--- src/rtl/program_loader_pkg.sv ---
// program_loader_pkg
// Shared constants for the program loader: instruction word width, the HALT
// opcode, loader FSM state encodings and a helper that extracts the opcode
// field from an instruction word.
package program_loader_pkg;

  // Instruction word width and HALT opcode, same values as the CPU's defs.vh.
  localparam int         InstrWidth = 16;
  localparam logic [3:0] OP_HALT    = 4'hF;

  // Loader FSM state encodings.
  localparam int         StateWidth = 3;
  localparam logic [2:0] ST_IDLE    = 3'd0;
  localparam logic [2:0] ST_HI      = 3'd1;
  localparam logic [2:0] ST_LO      = 3'd2;
  localparam logic [2:0] ST_WRITE   = 3'd3;
  localparam logic [2:0] ST_FINISH  = 3'd4;

  // Opcode field of an instruction word (bits 15:12).
  function automatic logic [3:0] opcode_of(input logic [InstrWidth-1:0] word);
    return word[15:12];
  endfunction

endpackage

--- src/rtl/program_loader.sv ---
// program_loader
// Streams a program into instruction memory while the CPU is held in reset.
// Bytes arrive over a valid/ready stream and are assembled big-endian into
// 16-bit words, written to consecutive addresses starting at 0. A session
// ends after a HALT word has been written or when the last address is used
// (the latter sets the sticky overflow flag).
//
// Ports:
//   clk, reset      clock, asynchronous active-high reset
//   start           begin a load session (only looked at in IDLE)
//   abort           cancel an active session, no write and no done pulse
//   rx_data/valid   incoming byte stream
//   rx_ready        a byte is accepted on this cycle's edge if rx_valid is high
//   imem_wr_en      one-cycle instruction-memory write strobe
//   imem_addr       write address (registered)
//   imem_wr_data    assembled instruction word
//   cpu_hold        holds the CPU in reset for the whole session
//   done            one-cycle pulse at normal session completion
//   overflow        sticky: memory filled before a HALT word was seen
//   word_count      words written this session (registered)
module program_loader
  import program_loader_pkg::*;
#(
  parameter int ADDR_WIDTH  = 10,
  parameter int INSTR_WIDTH = InstrWidth
) (
  input  logic                    clk,
  input  logic                    reset,
  input  logic                    start,
  input  logic                    abort,
  input  logic [7:0]              rx_data,
  input  logic                    rx_valid,
  output logic                    rx_ready,
  output logic                    imem_wr_en,
  output logic [ADDR_WIDTH-1:0]   imem_addr,
  output logic [INSTR_WIDTH-1:0]  imem_wr_data,
  output logic                    cpu_hold,
  output logic                    done,
  output logic                    overflow,
  output logic [ADDR_WIDTH:0]     word_count
);

  logic [StateWidth-1:0] state_q, state_d;
  logic [ADDR_WIDTH-1:0] addr_q, addr_d;
  logic [ADDR_WIDTH:0]   count_q, count_d;
  logic                  overflow_q, overflow_d;
  logic [7:0]            hi_q, hi_d;
  logic [7:0]            lo_q, lo_d;
  logic                  active;

  assign active = (state_q != ST_IDLE);

  always_comb begin
    state_d    = state_q;
    addr_d     = addr_q;
    count_d    = count_q;
    overflow_d = overflow_q;
    hi_d       = hi_q;
    lo_d       = lo_q;
    rx_ready   = 1'b0;
    imem_wr_en = 1'b0;
    done       = 1'b0;

    // abort overrides everything outside IDLE: the strobes stay low, so no
    // byte is consumed, no word is written and no done pulse is produced.
    if (active && abort) begin
      state_d = ST_IDLE;
    end else begin
      case (state_q)
        ST_IDLE: begin
          if (start) begin
            state_d    = ST_HI;
            addr_d     = '0;
            count_d    = '0;
            overflow_d = 1'b0;
          end
        end
        ST_HI: begin
          rx_ready = 1'b1;
          if (rx_valid) begin
            hi_d    = rx_data;
            state_d = ST_LO;
          end
        end
        ST_LO: begin
          rx_ready = 1'b1;
          if (rx_valid) begin
            lo_d    = rx_data;
            state_d = ST_WRITE;
          end
        end
        ST_WRITE: begin
          imem_wr_en = 1'b1;
          count_d    = count_q + (ADDR_WIDTH + 1)'(1);
          // HALT wins over the full-memory check: a HALT in the last slot
          // is a clean finish, not an overflow.
          if (opcode_of({hi_q, lo_q}) == OP_HALT) begin
            state_d = ST_FINISH;
          end else if (addr_q == '1) begin
            overflow_d = 1'b1;
            state_d    = ST_FINISH;
          end else begin
            addr_d  = addr_q + ADDR_WIDTH'(1);
            state_d = ST_HI;
          end
        end
        ST_FINISH: begin
          done    = 1'b1;
          state_d = ST_IDLE;
        end
        default: begin
          state_d = ST_IDLE;
        end
      endcase
    end
  end

  always_ff @(posedge clk or posedge reset) begin
    if (reset) begin
      state_q    <= ST_IDLE;
      addr_q     <= '0;
      count_q    <= '0;
      overflow_q <= 1'b0;
      hi_q       <= '0;
      lo_q       <= '0;
    end else begin
      state_q    <= state_d;
      addr_q     <= addr_d;
      count_q    <= count_d;
      overflow_q <= overflow_d;
      hi_q       <= hi_d;
      lo_q       <= lo_d;
    end
  end

  // The CPU is held for every non-IDLE state, so hold rises the cycle after
  // start and falls on the return to IDLE.
  assign cpu_hold     = active;
  assign imem_addr    = addr_q;
  assign imem_wr_data = INSTR_WIDTH'({hi_q, lo_q});
  assign overflow     = overflow_q;
  assign word_count   = count_q;

endmodule

--- config.mk ---
export PLATFORM = sky130hd
export DESIGN_NAME = program_loader
export DESIGN_NICKNAME = d
export VERILOG_FILES = /design/src/rtl/program_loader_pkg.sv /design/src/rtl/program_loader.sv
export SDC_FILE = /design/constraint.sdc
export NUM_CORES = 1
export LEC_CHECK = 0
export ABC_AREA = 1
export ABC_CLOCK_PERIOD_IN_PS = 1400
export CAP_MARGIN = 20
export CORE_ASPECT_RATIO = 1.5
export CORE_MARGIN = 2
export CORE_UTILIZATION = 44
export DETAILED_ROUTE_END_ITERATION = 7
export PLACE_DENSITY_LB_ADDON = 0.2
export RECOVER_POWER = 50
export SLEW_MARGIN = 20
export SYNTH_ARGS = -nofsm -noshare
export SYNTH_HDL_FRONTEND = slang
export SYNTH_SLANG_ARGS = --single-unit
--- constraint.sdc ---
create_clock -name clk -period 1.4 [get_ports clk]
set_clock_uncertainty 0.05 [all_clocks]
set_input_delay 0.14 -clock clk [delete_from_list [all_inputs] [get_ports clk]]
set_output_delay 0.14 -clock clk [all_outputs]
set_load 0.01 [all_outputs]
==> impl_metrics.ini <==
[placed_design]
dpl-instance-area_um2 = 3160
io_buffers = 54
place_hpwl_um = 4170
dp_cells = 440
gp_congestion = 0.834
pre_cts_ws_ns = -0.245

[sta]
rsz0062_at_grt = true
hold_viol = 0
fmax_mhz = 623
drv_slew = 0
slew_headroom_pct = 31.3
worstMarginPinSlew_ns = 1.03
setup_viol = 46
fin_crit_sh_pct = 115
timing.final.ws_setup_ns = -0.205
min_period_ns = 1.61

[synth]
synth_top_family_by_area = simple AND/OR/NAND/NOR gates
synthSimpleGateAreaFrac_pct = 34.1
synth_warnings = 0
synth-compound-area-share_pct = 9.54
syn_area_um2 = 2190
synth_xor_area_share_pct = 1.20
synth-seq-area-share_pct = 46.9
synthCells = 287
synth_seq_cells = 41
post_synth_num_cell_types = 29
syn_avg_cell_area_um2 = 7.63
synthMuxAreaShare_pct = 0
syn_nets = 302
synth_fa_ha_area_share_pct = 1.14

[min_path]
hp-start = rx_data[1]
hold_end = hi_q[1]
hold_class = in2reg
holdPathStages = 3

[cells_and_area]
stdcell_area_um2 = 3640
final_layout_size_suffix_gt1_share_pct = 30.6
fin_cells = 471
fin_nets = 419
final_core_util_pct = 75.8
antenna_cells = 0
seqCellArea_um2 = 1030
multiInputGateArea_um2 = 1190
nFillCells = 370
area_growth_pct = 66.5

[critical_path]
required_ns = 1.55
crit_start = state_q[0]
crit_path_start_kind = flip-flop
endpoint_kind = flip-flop
timing.rr.start = state_q[0]
rr_endpoint = imem_addr[1]
rrSetupSlack_ns = -0.21
cp_max_fo = 12
reg2reg_depth = 10
arrival_ns = 1.76
worstSetupPathType = reg2reg

[global_route]
grt_pass1_vias = 2319
grt_pass1_wl_um = 10100
antenna_found_initial = 0
grt_start_max_net_pins = 42
grtUsageTotal_pct = 23.7
overflow = 0

[clocking]
cts_root_buf = clkbuf_8
holdBufCountCts = 0
clk_pin_slew_ns = 0.09
cts_tree = yes
cts_max_level = 2
clock_path_buffers = 2
clock-sinks = 41
cts_inserted_buffers = 5
clk_latency_ns = 0.30

[die]
initial_core_util_pct = 45.5
fp.dieArea_um2 = 5570
die_w_um = 61.6
rows = 31
core_area_um2 = 4810
io_pins = 55
die_h_um = 90.4

[status]
violations = setup timing
outcome = finished with violations

[detailed_routing]
vias_per_cell = 4.93
drt-total-wl_um = 6560
drtPass1Iterations = 4
first_iter_violations = 92
vias = 2322
antenna_left = 0
routedWlPerCell_um = 13.9
drc = 0

[power]
ir_drop_v = 0.00123
leakage_nw = 2.00
cellPowerDensity_nw_per_um2 = 1620

[flow_run]
max-cap-violations = 0
cells by family after synthesis:
kind of cell,after synthesis
AOI/OAI and AO/OA,35
xor gates and xnor gates,3
adders and majority gates,2
buffers and inverters,39
DFF,41
and+or+nand+nor,167
flip-flops by register name, summed over array words and instances, names as in the netlist:
signal,count
overflow,1
state_q,3
word_count,11
lo_q,8
imem_addr,10
hi_q,8
cells in the mapped netlist:
| cell | number | area share [%] |
|---|---|---|
| nor2_1 | 28 | 4.8 |
| nand2_4 | 1 | 0.51 |
| a22o_1 | 1 | 0.40 |
| a21oi_4 | 2 | 1.5 |
| nor3b_1 | 2 | 0.69 |
| a21boi_0 | 1 | 0.34 |
| o21bai_1 | 2 | 0.69 |
| inv_1 | 34 | 5.8 |
| clkinv_1 | 1 | 0.17 |
| nand3b_1 | 1 | 0.34 |
| a21oi_1 | 3 | 0.69 |
| nand3_2 | 2 | 0.91 |
| nand2_2 | 6 | 1.7 |
| buf_6 | 1 | 0.51 |
| xnor2_1 | 1 | 0.40 |
| nor2_4 | 1 | 0.51 |
| nand2_1 | 92 | 16 |
| nand3_1 | 15 | 3.4 |
| nor3_1 | 1 | 0.23 |
| buf_2 | 3 | 0.69 |
| or2_2 | 1 | 0.29 |
| nor2_2 | 1 | 0.29 |
| dfrtp_1 | 41 | 47 |
| o21ai_0 | 14 | 3.2 |
| ha_1 | 2 | 1.1 |
| nand4_1 | 15 | 4.3 |
| xor2_1 | 2 | 0.80 |
| nor4_1 | 1 | 0.29 |
| o21ai_1 | 12 | 2.7 |
area by class of cell:
cell class / count / area share, %
tap: 66 / 2.27
sequential: 41 / 28.4
multi-input combinational: 208 / 32.5
inverter: 35 / 3.67
clock inverter: 2 / 0.961
clock buffer: 6 / 1.99
timing repair buffer: 113 / 30.2
layout by cell type, fill, tap and decap left out, types with 3 or more instances in the layout:
cell type        netlist  final
a21oi_1                3      3
buf_12                 0      4
buf_4                  0     44
buf_6                  1     10
clkbuf_8               0      5
clkdlybuf4s50_1        0     14
dfrtp_1               41     35
dfrtp_2                0      6
dlygate4sd2_1          0     23
dlymetal6s2s_1         0     13
inv_1                 34     31
nand2_1               92     74
nand2_2                6     13
nand2_4                1     12
nand3_1               15     14
nand4_1               15     15
nor2_1                28     25
nor2_4                 1      3
o21ai_0               14      9
o21ai_1               12     11
o21ai_2                0      6
per-layer routing:
layer | vias up | routed length [µm] | track usage [%]
met5 | - | 0 | 0
met4 | 0 | 124 | 8.69
met3 | 11 | 223 | 5.30
met2 | 48 | 3830 | 41.5
met1 | 1100 | 2380 | 26.5
li1 | 1163 | - | -
report_power, final:
part | switching, W | internal, W | leakage [nW]
combinational | 0.00155 | 0.00171 | 1.41
sequential | 0.000251 | 0.00146 | 0.538
clock | 0.000421 | 0.000529 | 0.0552
what timing repair did:
item / in CTS / in global routing
gates cloned: 2 / 1
gates resized for setup: 67 / 48
setup endpoints to repair: 69 / 59
buffers inserted: 15 / 6
pin swaps: 3 / 11
per-stage QoR:
stage          setup TNS (ns)  power [W]  hold WS [ns]
2_1_floorplan          -0.525    0.00275         0.228
6_report                -5.88    0.00592         0.362
4_1_cts                 -5.21    0.00554         0.152
3_3_place_gp            -4.64    0.00411         0.419
3_5_place_dp            -5.59    0.00415         0.427
5_1_grt                 -9.71    0.00624         0.385
worst max-delay path by stage:
stage / end / slack [ns] / depth (start not counted)
3_3_place_gp: rx_ready / -0.23 / 5
6_report: imem_addr[1] / -0.21 / 10
4_1_cts: word_count[2] / -0.23 / 11
5_1_grt: word_count[2] / -0.32 / 11
2_1_floorplan: imem_addr[2] / -0.05 / 9
3_5_place_dp: word_count[3] / -0.25 / 8
critical path: stages, from the launching register on:
cell     delay (ns)
dfrtp_1        0.41
buf_6          0.13
buf_6          0.11
nand2_4        0.06
nor2_4         0.04
buf_4          0.12
buf_4          0.18
nand2_2        0.20
nand2_8        0.10
nand2_2        0.07
nand2_1        0.05
No activity file was read; power rests on OpenSTA's default activity.
